--- config.mk ---
export PLATFORM = sky130hd
export DESIGN_NAME = kb_event_fifo
export DESIGN_NICKNAME = d
export VERILOG_FILES = /design/src/rtl/kb_event_fifo.sv
export SDC_FILE = /design/constraint.sdc
export NUM_CORES = 1
export LEC_CHECK = 0
export CAP_MARGIN = 20
export CORE_UTILIZATION = 32
export DETAILED_ROUTE_END_ITERATION = 16
export HOLD_SLACK_MARGIN = 0.1
export SYNTH_ARGS = -nofsm -noshare
export SYNTH_HDL_FRONTEND = slang
export SYNTH_SLANG_ARGS = --single-unit
--- constraint.sdc ---
create_clock -name clk -period 6 [get_ports clk]
set_input_delay 1.2 -clock clk [delete_from_list [all_inputs] [get_ports clk]]
set_output_delay 1.2 -clock clk [all_outputs]
set_load 0.005 [all_outputs]
--- src/rtl/kb_event_fifo.sv ---
// kb_event_fifo: held-key level -> press/typematic events, FWFT FIFO to CPU.
// Define KB_BREAK_EVENT_EN to also queue release (break) events.
module kb_event_fifo #(
  parameter int unsigned DELAY_CYC  = 25000000,
  parameter int unsigned REPEAT_CYC = 12500000,
  parameter int unsigned ADDR_W     = 4
) (
  input  logic            clk,
  input  logic            rst_n,
  input  logic [7:0]      ascii,
  input  logic [4:0]      flags,
  input  logic            rd_en,
  output logic [15:0]     rd_data,
  output logic            empty,
  output logic [ADDR_W:0] count,
  output logic            overflow,
  input  logic            ovf_clr
);

  localparam int unsigned DEPTH = 2**ADDR_W;

  typedef enum logic [1:0] {
    IDLE,
    DELAY,
    REPEAT,
    MAKE
  } st_t;

  st_t st, st_n;

  logic [7:0]      a_r;
  logic [7:0]      key_prev;
  logic [4:0]      f_r;
`ifdef KB_BREAK_EVENT_EN
  logic [4:0]      f_prev;
`endif
  logic [31:0]     tmr, tmr_n, lim;
  logic            push;
  logic [15:0]     ev;
  logic [ADDR_W:0] wr_ptr, rd_ptr;
  logic [ADDR_W:0] ptr_one;
  logic [15:0]     mem [DEPTH];
  logic            full, pop_ok, push_ok;

  always_ff @(posedge clk or negedge rst_n) begin
    if (!rst_n) begin
      a_r      <= '0;
      f_r      <= '0;
      key_prev <= '0;
    end else begin
      a_r      <= ascii;
      f_r      <= flags;
      key_prev <= a_r;
    end
  end

`ifdef KB_BREAK_EVENT_EN
  always_ff @(posedge clk or negedge rst_n) begin
    if (!rst_n) f_prev <= '0;
    else        f_prev <= f_r;
  end
`endif

  always_ff @(posedge clk or negedge rst_n) begin
    if (!rst_n) begin
      st  <= IDLE;
      tmr <= '0;
    end else begin
      st  <= st_n;
      tmr <= tmr_n;
    end
  end

  assign lim = (st == REPEAT) ? REPEAT_CYC : DELAY_CYC;

  always_comb begin
    st_n  = st;
    tmr_n = tmr;
    push  = 1'b0;
    ev    = {3'b000, f_r, a_r};
    unique case (st)
      IDLE: begin
        if (a_r != 8'd0) begin
          push  = 1'b1;
          tmr_n = 32'd1;
          st_n  = DELAY;
        end
      end
      DELAY, REPEAT: begin
        if (a_r == 8'd0) begin
          st_n  = IDLE;
          tmr_n = '0;
`ifdef KB_BREAK_EVENT_EN
          push  = 1'b1;
          ev    = {1'b1, 2'b00, f_prev, key_prev};
`endif
        end else if (a_r != key_prev) begin
`ifdef KB_BREAK_EVENT_EN
          // old key breaks now, new key makes next cycle
          push  = 1'b1;
          ev    = {1'b1, 2'b00, f_prev, key_prev};
          tmr_n = '0;
          st_n  = MAKE;
`else
          push  = 1'b1;
          tmr_n = 32'd1;
          st_n  = DELAY;
`endif
        end else if (tmr == lim) begin
          push  = 1'b1;
          tmr_n = 32'd1;
          st_n  = REPEAT;
        end else begin
          tmr_n = tmr + 32'd1;
        end
      end
      MAKE: begin
        if (a_r == 8'd0) begin
          st_n  = IDLE;
          tmr_n = '0;
        end else begin
          push  = 1'b1;
          tmr_n = 32'd1;
          st_n  = DELAY;
        end
      end
      default: begin
        st_n  = IDLE;
        tmr_n = '0;
      end
    endcase
  end

  // count never exceeds DEPTH, so its MSB alone marks full
  assign count   = wr_ptr - rd_ptr;
  assign full    = count[ADDR_W];
  assign empty   = (count == '0);
  assign pop_ok  = rd_en & ~empty;
  assign push_ok = push & (~full | pop_ok);
  assign ptr_one = {{ADDR_W{1'b0}}, 1'b1};
  assign rd_data = empty ? 16'h0000
                         : mem[rd_ptr[ADDR_W-1:0]];

  always_ff @(posedge clk) begin
    if (push_ok) mem[wr_ptr[ADDR_W-1:0]] <= ev;
  end

  always_ff @(posedge clk or negedge rst_n) begin
    if (!rst_n) begin
      wr_ptr   <= '0;
      rd_ptr   <= '0;
      overflow <= 1'b0;
    end else begin
      if (push_ok) wr_ptr <= wr_ptr + ptr_one;
      if (pop_ok)  rd_ptr <= rd_ptr + ptr_one;
      if (push & full & ~pop_ok) overflow <= 1'b1;
      else if (ovf_clr)          overflow <= 1'b0;
    end
  end

endmodule

## Word-level counts from Yosys, hierarchy flattened

Memories as Yosys holds them, arrays and structs flattened.
Index checks and enable logic that the tools add are counted.

| storage, ports and cells | value |
|---|---|
| register bits after elaboration | 66 |
| memory bits (writable) | 208 |
| bits of input ports | 17 |
| output and inout port bits | 23 |
| word-level logic and storage cells | 59 |
| memories | 1 |

| cells by class | value |
|---|---|
| add/subtract/negate cells | 4 |
| eq/ne operators | 7 |
| multiplexer cells | 24 |
| bitwise gates (word level) | 8 |
| reductions and logical operators | 7 |

Memory list:

| name | depth | width | rd ports | clocked after memory_dff | wr ports | RTL line | source |
|---|---|---|---|---|---|---|---|
| mem | 16 | 13 | 1 | 0 | 1 | 42 | `logic [15:0] mem [DEPTH];` |

Operators by type and width:

| kind | number |
|---|---|
| 2-to-1 mux 32 bit | 4 |
| one-hot mux 32 bit (3 select lines) | 1 |
| adder 32 x 1 -> 32 bit (second input constant) | 1 |
| equality test 32 x 25 -> 1 bit | 1 |
| 2-to-1 mux 25 bit | 1 |
| 2-to-1 mux 16 bit | 1 |
| 2-to-1 mux 1 bit | 11 |
| adder 5 x 1 -> 5 bit (second input constant) | 2 |
| zero test 8 bit | 1 |
| 2-to-1 mux 2 bit | 4 |
| != test 8 bit | 1 |
| nonzero test 8 bit | 1 |
| one-hot mux 2 bit (3 select lines) | 1 |
| zero test 5 bit | 1 |
| subtractor 5 bit | 1 |
| bitwise AND 1 bit | 4 |
| equality test 2 bit (second input constant) | 2 |
| != test 4 bit (second input constant) | 1 |
| NOT 1 bit | 3 |
| one-hot mux 1 bit (3 select lines) | 1 |
| equality test 2 x 1 -> 1 bit (second input constant) | 1 |
| zero test 2 bit | 1 |
| != test 2 bit (second input constant) | 1 |
| AND reduction 2 bit | 1 |
| 3 further kinds | 3 |

## Longest topological paths before layout

Gate-level depths: netlist of the first run.

| logic depth | value |
|---|---|
| word-level depth | 10 |
| depth in mapped cells | 11 |
| depth with buffers taken out | 10 |

## Worst setup path after synthesis of the first run

No wires, ideal clock.

| path | value |
|---|---|
| path type | reg2out |
| start point | reg rd_ptr[2] |
| end point | out rd_data[10] |
| data arrival time | 2.509 ns |
| data required time | 4.800 ns |
| setup slack | 2.291 ns |
| cell stages (with the launch flop) | 10 |
| path buffers | 3 |
| cells stage by stage | dfrtp_1 -> clkbuf_1 -> inv_1 -> clkbuf_1 -> ha_1 -> o21a_1 -> or3_1 -> a21oi_1 -> clkbuf_1 -> nor3_1 |

| on the way | value |
|---|---|
| word-level cells in the longest chain between the ends | 3 |
| elaborated cells on any way between the ends | 4 |

RTL lines:

| what | RTL line | source |
|---|---|---|
| start: declaration | 40 | `logic [ADDR_W:0] wr_ptr, rd_ptr;` |
| start signal: assignment | 155 | `if (pop_ok) rd_ptr <= rd_ptr + ptr_one;` |
| subtractor 5 bit | 135 | `assign count = wr_ptr - rd_ptr;` |
| zero test 5 bit | 137 | `assign empty = (count == '0);` |
| named net empty | 14 | `output logic empty,` |
| 2-to-1 mux 16 bit | 141 | `assign rd_data = empty ? 16'h0000` |
| end: declaration | 13 | `output logic [15:0] rd_data,` |

The timed path passes the listed nets, and every way through them passes these cells.

## Worst setup path in the final report of the first run

| path | value |
|---|---|
| start point | reg rd_ptr[3] |
| end point | out rd_data[1] |

| on the way | value |
|---|---|
| word-level cells in the longest chain between the ends | 3 |
| elaborated cells on any way between the ends | 4 |

RTL lines:

| what | RTL line |
|---|---|
| subtractor 5 bit | 135 |
| zero test 5 bit | 137 |
| 2-to-1 mux 16 bit (*) | 141 |

Every way passes the cells marked *; elsewhere a longest branch is shown, timed or not.

==> results of run 1 <==
[stage by stage]
stage	setup WS [ns]	instance area, µm²
global placement	1.537	12360
detailed placement	1.333	12370
CTS	0.7554	13220
floorplan	2.291	11540
finish	0.7951	13220
global route	0.5073	13220
[worst max-delay path: cells and delay by family (launching register included)]
kind                     cells  cell delay [ns]
AO/OA/AOI/OAI                4             0.65
adder cells (fa/ha/maj)      1             0.46
buffers and inverters        3             1.29
flip-flops                   1             0.82
AND/OR/NAND/NOR              1             0.25
[registers in the layout, summed over array words and instances, names as in the netlist]
| register | cells |
|---|---|
| a_r | 8 |
| f_r | 5 |
| key_prev | 8 |
| mem | 208 |
| overflow | 1 |
| rd_ptr | 5 |
| st | 2 |
| tmr | 32 |
| wr_ptr | 5 |
[cells in the mapped netlist, types with 3 or more instances]
cell type	count	area share [%]
nor2b_1	7	0.38
a21oi_1	25	1.1
mux4_2	32	6.2
buf_4	8	0.52
ha_1	14	1.5
mux2_2	4	0.39
nand4_1	9	0.49
nand2_1	47	1.5
a211oi_1	4	0.26
dfrtp_1	66	14
nor4_1	8	0.43
clkbuf_1	23	0.75
and3_1	23	1.2
edfxtp_1	208	54
a31oi_1	16	0.87
o21a_1	3	0.20
a211o_1	3	0.23
nand2b_1	5	0.27
xor2_1	6	0.46
inv_1	18	0.59
nor3_1	16	0.69
o221ai_1	20	1.5
nor2_1	17	0.55
and2_1	5	0.27
buf_2	5	0.22
o22ai_1	11	0.60
xnor2_1	16	1.2
o21ai_0	20	0.87
mux2i_1	42	3.6
or3_1	10	0.54
nand3_1	33	1.4
[worst paths after layout]
kind | startpoint | to | slack [ns] | cells past startpoint
min in group asynchronous | rst_n | a_r[4] | 0.59 | 1
max in group asynchronous | rst_n | rd_ptr[0] | 4.46 | 2
max reg2reg | rd_ptr[3] | mem[14][12] | 1.62 | 7
min | rd_ptr[4] | rd_ptr[4] | 0.49 | 1
min reg2reg | rd_ptr[4] | rd_ptr[4] | 0.49 | 1
max | rd_ptr[3] | rd_data[1] | 0.80 | 9
[cell type report]
class,count,area (µm²),area share [%]
repair buffers,44,417.9,3.161
well taps,461,576.8,4.363
clock inverters,17,83.83,0.6341
clock buffers,37,765.7,5.792
inverters,18,67.56,0.5111
multi-input cells,424,3407,25.77
flip-flops and latches,274,7901,59.77
[power groups by stage]
stage | registers [mW] | logic [mW] | clock network (mW)
after floorplan | 2.46 | 1.26 | 0
after global placement | 2.55 | 1.99 | 0
after detailed placement | 2.57 | 2.00 | 0
after CTS | 2.53 | 2.01 | 1.65
after global routing | 2.56 | 2.15 | 1.72
final | 2.52 | 1.97 | 1.61
[cell families (layout without fill, tap and decap cells)]
logic type / count (synthesis) / in the layout / share of synthesized area [%]
AO/OA/AOI/OAI: 112 / 112 / 6.510
AND/OR/NAND/NOR: 193 / 193 / 9.016
flip-flops: 274 / 274 / 68.48
buffers and inverters: 55 / 116 / 2.170
multiplexers: 78 / 78 / 10.29
adder cells (fa/ha/maj): 15 / 15 / 1.693
XOR/XNOR: 23 / 23 / 1.812
other: 1 / 3 / 0.03252
[routing by layer]
metal,vias up,GRT usage (%),routed length [µm]
met3,29,2.320,1148
met2,133,22.62,12030
met4,0,3.480,484
met1,3298,19.94,11640
li1,3028,-,-
met5,-,0,0
==> summary.txt, run 1 <==
Drt
  – Wirelength per Cell: 19.85 µm
  – Vias: approximately 6500
  – Final ANT Viol Nets: 0
  – DRT Pass-1 Iters: 5
  – Drt via density: 5.089
  – DRC Markers: 0
  – Starting DRT DRC Count: roughly 530
  – Wirelength, routed: 25310 µm

Global routing
  – First-pass GRT wire length: approximately 39000 µm
  – Largest net degree at the start of global routing: 40
  – GRT Util Overall: between 10 and 15%
  – Gr ovfl total: 0
  – Initial antenna violation count: 0
  – Vias in the first global route: 6492

Clocking
  – Root buffer cell: clkbuf_16
  – Worst-skew pair later-pin latency: approximately 0.54 ns
  – H-tree levels: 1
  – CTS tree: yes
  – Clock Tree Buf Depth: 3
  – Post-CTS Setup Inserts: 0
  – CTS hold repair buffers: 0
  – Total CTS buffers: 29
  – Cells resized by post-CTS repair: 0
  – Worst-path clk slew: around 0.060 ns
  – Clock sinks: between 200 and 300

Layout
  – Fin cells: about 1300
  – Commonest non-fill, non-tap cell in the layout: edfxtp_1
  – Commonest cells after routing, fill and taps aside: edfxtp_1, dfrtp_1, nand2_1
  – Filler instances: ~3300
  – Util after Layout: a little under two fifths
  – Net count, final: approximately 820
  – Synth-to-Final Area Change: 14.64%
  – Share of cells above drive strength 1: roughly an eighth
  – ANT cells: 0

Timing
  – Crit path time final: 5.205 ns
  – Final Cycle Share: 86.75%
  – WHS: a little under 0.5 ns
  – Unrepaired setup endpoints after global routing: false
  – Final setup TNS: 0 ns
  – Finish-stage setup viols: 0
  – Slew @ Worst Pin: roughly 1 ns
  – FMAX: 0.1921 GHz
  – Slew Limit Fails: 0
  – Clock Skew: between 0.01 and 0.015 ns
  – Hold Fails Final Rpt: 0
  – Rel. slew slack: between 30% and 40%

Die
  – I/O pin count: 40
  – Die height: roughly 190 µm
  – Initial Util: between 30% and 40%
  – Die ar.: 36800 µm²
  – Core area: between 30000 and 40000 µm²
  – Chip width: about 190 µm
  – Rows: just under 70

Logic synthesis
  – Sequential fraction of the synthesis area: 68.48%
  – Mapped Area: 11530 µm²
  – Number of distinct library cells after synthesis: 54
  – Ys flop type: edfxtp_1
  – Syn Inst Count: between 700 and 800
  – Ys async rst share: approximately a quarter
  – #FFs+latches synth: between 200 and 300
  – Post-synth EDFFs: about 210
  – Yosys warning count: 0
  – Synth Area per Inst: between 15 and 20 µm²

Pwr
  – Leakage: between 4 and 5 nW
  – Tot Pwr: 6.097 mW
  – Internal Power: 4.166 mW
  – Pwr/cell area: ~460 nW/µm²
  – Clock share of power: about a quarter
  – Net Sw Frac: 31.68%
  – Logic pwr share: 32.2%
  – Peak supply drop: between 200 and 300 µV
  – Flop pwr share: roughly two fifths
  – Sw power: 1.931 mW

Worst setup path
  – Cell mode on critical path: a21oi_1
  – Critical path fanouts, max: 17
  – Cell chain of the critical path: inv_1 -> ha_1 -> a21oi_1 -> a21oi_1 -> o21ai_0 -> a21oi_2 -> buf_4 -> nor3_1 -> clkdlybuf4s50_1
  – Critical path startpoint category: flop
  – Max incr delay on CP: 0.82 ns
  – CP max stage cell: dfrtp_1
  – Nature of the critical path endpoint: output port
  – CP Data Required Time: 4.80 ns
  – Worst Setup Path Type: reg -> out
  – Worst Path Arrival: approximately 4.0 ns

Place
  – Routability cong.: 0.7693
  – Placed cell count: 1221
  – DP HPWL: between 15000 and 20000 µm
  – IO Port Bufs: 36

Run
  – Max_cap viols: 0

Hold path
  – Hold WC Path Type: reg -> reg

Status
  – Outcome: finished, final reports clean
Power figures use the tool's default switching activity.
==> inputs of run 2 (changes only) <==
--- a/config.mk
+++ b/config.mk
@@ -6,9 +6,10 @@
 export NUM_CORES = 1
 export LEC_CHECK = 0
 export CAP_MARGIN = 20
-export CORE_UTILIZATION = 32
+export CORE_UTILIZATION = 49
 export DETAILED_ROUTE_END_ITERATION = 16
 export HOLD_SLACK_MARGIN = 0.1
+export PLACE_DENSITY = 0.66
 export SYNTH_ARGS = -nofsm -noshare
 export SYNTH_HDL_FRONTEND = slang
 export SYNTH_SLANG_ARGS = --single-unit
==> run 2 against run 1 <==
Largest power group unchanged. Power up 3.0%. Clock skew up 0.015 ns. Via count up 3.1%. Core utilization up 20 points.
==> summary.txt, run 2 (synthesized netlist as in run 1, its figures left out) <==
Pwr
  – Internal Power: 4.351 mW (+4.5%)
  – Sw power: 1.931 mW (about the same)
  – Logic pwr share: 31.1% (-1.1 points)
  – Leakage: 4.659 nW (+1.2%)
  – Tot Pwr: 6.282 mW (+3.0%)
  – Net Sw Frac: 30.73% (-0.94 points)
  – Peak supply drop: 229.6 µV (-15%)
  – Flop pwr share: 40.3% (-1.1 points)
  – Pwr/cell area: 477.4 nW/µm² (+3.5%)
  – Clock share of power: 28.6% (+2.3 points)

Clocking
  – Post-CTS Setup Inserts: 0 (unchanged)
  – Clock Tree Buf Depth: 3 (unchanged)
  – H-tree levels: 1 (unchanged)
  – Clock sinks: 274 (unchanged)
  – Root buffer cell: clkbuf_16
  – Worst-skew pair later-pin latency: 0.56 ns (+0.02 ns)
  – CTS tree: yes
  – Worst-path clk slew: 0.06 ns (about the same)
  – Cells resized by post-CTS repair: 0 (unchanged)
  – Total CTS buffers: 28 (-3.4%)
  – CTS hold repair buffers: 0 (unchanged)

Timing
  – Crit path time final: 4.941 ns (-0.2634 ns)
  – Slew Limit Fails: 0 (unchanged)
  – Final Cycle Share: 82.36% (-4.4 points)
  – Hold Fails Final Rpt: 0 (unchanged)
  – Final setup TNS: 0 ns (unchanged)
  – WHS: 0.4918 ns (+0.002067 ns)
  – Finish-stage setup viols: 0 (unchanged)
  – Rel. slew slack: 39.59% (+6.3 points)
  – Slew @ Worst Pin: 0.9040 ns (-0.08773 ns)
  – FMAX: 0.2024 GHz (+5.3%)
  – Unrepaired setup endpoints after global routing: false
  – Clock Skew: 0.02514 ns (+0.01509 ns)

Worst setup path
  – CP max stage cell: dfrtp_1
  – Worst Path Arrival: 3.74 ns (-0.26 ns)
  – Critical path fanouts, max: 17 (unchanged)
  – Worst Setup Path Type: reg -> out
  – Max incr delay on CP: 0.71 ns (-0.11 ns)
  – Cell chain of the critical path: inv_1 -> ha_1 -> nand3_1 -> and3_1 -> o21ai_0 -> a21oi_1 -> buf_4 -> nor3_1 -> clkdlybuf4s50_1
  – Nature of the critical path endpoint: output port
  – Critical path startpoint category: flop
  – CP Data Required Time: 4.80 ns (about the same)

Drt
  – Wirelength, routed: 24240 µm (-4.2%)
  – Wirelength per Cell: 21.50 µm (+8.3%)
  – DRT Pass-1 Iters: 5 (unchanged)
  – DRC Markers: 0 (unchanged)
  – Final ANT Viol Nets: 0 (unchanged)
  – Vias: 6688 (+3.1%)
  – Drt via density: 5.934 (+17%)
  – Starting DRT DRC Count: 444 (-16%)

Global routing
  – GRT Util Overall: 20.96% (+6.8 points)
  – Initial antenna violation count: 0 (unchanged)
  – First-pass GRT wire length: 38190 µm (-2.3%)
  – Largest net degree at the start of global routing: 67 (+68%)
  – Gr ovfl total: 0 (unchanged)
  – Vias in the first global route: 6627 (+2.1%)

Layout
  – Filler instances: 1773 (-46%)
  – Net count, final: 824 (+0.12%)
  – Area of the multi-input gates: 3403 µm² (-0.11%)
  – ANT cells: 0 (unchanged)
  – Synth-to-Final Area Change: 14.10%
  – Max reg flops: 208 (unchanged)
  – Fin cells: 1127 (-12%)
  – Share of cells above drive strength 1: 12.41% (+0.49 points)
  – Storage element area: 7901 µm² (unchanged)
  – Commonest cells after routing, fill and taps aside: edfxtp_1, dfrtp_1, nand2_1
  – Commonest non-fill, non-tap cell in the layout: edfxtp_1

Die
  – Core area: 22850 µm² (-36%)
  – Chip width: 155.4 µm (-19%)
  – Rows: 55 (-20%)
  – I/O pin count: 40 (unchanged)
  – Die height: 155.4 µm (-19%)
  – Die ar.: 24150 µm² (-34%)
  – Initial Util: 50.48% (+18 points)

Place
  – DP HPWL: 15950 µm (+1.1%)
  – Routability cong.: 0.8878 (+15%)
  – IO Port Bufs: 36 (unchanged)
  – Placed cell count: 1072 (-12%)

Run
  – Max_cap viols: 0 (unchanged)

Hold path
  – Hold WC Path Type: reg -> reg

Status
  – Outcome: finished, final reports clean
[run 2: changes by cell type in the layout (fill, tap and decap cells not counted), sizes merged]
cell      change
buf           +1
clkbuf        -5
inv           -1
bufinv        +5
clkinvlp      +2
clkinv        -2
[run 2: cell type report]
class                           count  area share [%]
Clock buffer                       31           5.410
Clock inverter                     21           1.921
Inverter                           18          0.5135
Multi-Input combinational cell    424           25.86
Sequential cell                   274           60.05
Tap cell                          313           2.976
Timing Repair Buffer               46           3.271
[run 2: final timing paths]
| check | to | from | slack, ns | cells past startpoint |
|---|---|---|---|---|
| max | rd_data[1] | rd_ptr[3] | 1.06 | 9 |
| min | rd_ptr[4] | rd_ptr[4] | 0.49 | 1 |
| max reg2reg | mem[7][10] | rd_ptr[3] | 2.35 | 8 |
| min reg2reg | rd_ptr[4] | rd_ptr[4] | 0.49 | 1 |
| max in group asynchronous | rd_ptr[0] | rst_n | 4.59 | 1 |
| min in group asynchronous | tmr[18] | rst_n | 0.77 | 1 |
[run 2: worst max-delay path: cells and delay by family, from the launching register on]
kind,cells,cell delay [ns]
AO/OA/AOI/OAI,2,0.29
adder cells (fa/ha/maj),1,0.46
AND/OR/NAND/NOR,3,0.55
buffers and inverters,3,1.18
flip-flops,1,0.71
[run 2: through the flow]
step / utilization, % / cell area (µm²) / setup WS (ns)
global placement: 53.29 / 12170 / 1.751
CTS: 57.51 / 13140 / 1.063
detailed placement: 53.29 / 12170 / 1.649
floorplan: - / 11540 / 2.291
global route: 57.60 / 13160 / 0.7749
finish: 57.60 / 13160 / 1.059
[run 2: power groups by stage]
| stage | logic [mW] | registers, mW | clock network [mW] |
|---|---|---|---|
| floorplan | 1.26 | 2.46 | 0 |
| global placement | 1.93 | 2.55 | 0 |
| CTS | 1.96 | 2.54 | 1.82 |
| global route | 2.11 | 2.57 | 1.90 |
| finish | 1.95 | 2.53 | 1.79 |
| detailed placement | 1.96 | 2.57 | 0 |
[run 2: routing by layer]
| metal | up-vias | global-route usage, % | share of wire [%] |
|---|---|---|---|
| met1 | 3422 | 29.69 | 44 |
| met5 | - | 0 | 0 |
| met2 | 199 | 33.50 | 48 |
| met3 | 50 | 2.813 | 4.9 |
| li1 | 3017 | - | - |
| met4 | 0 | 7.423 | 2.8 |
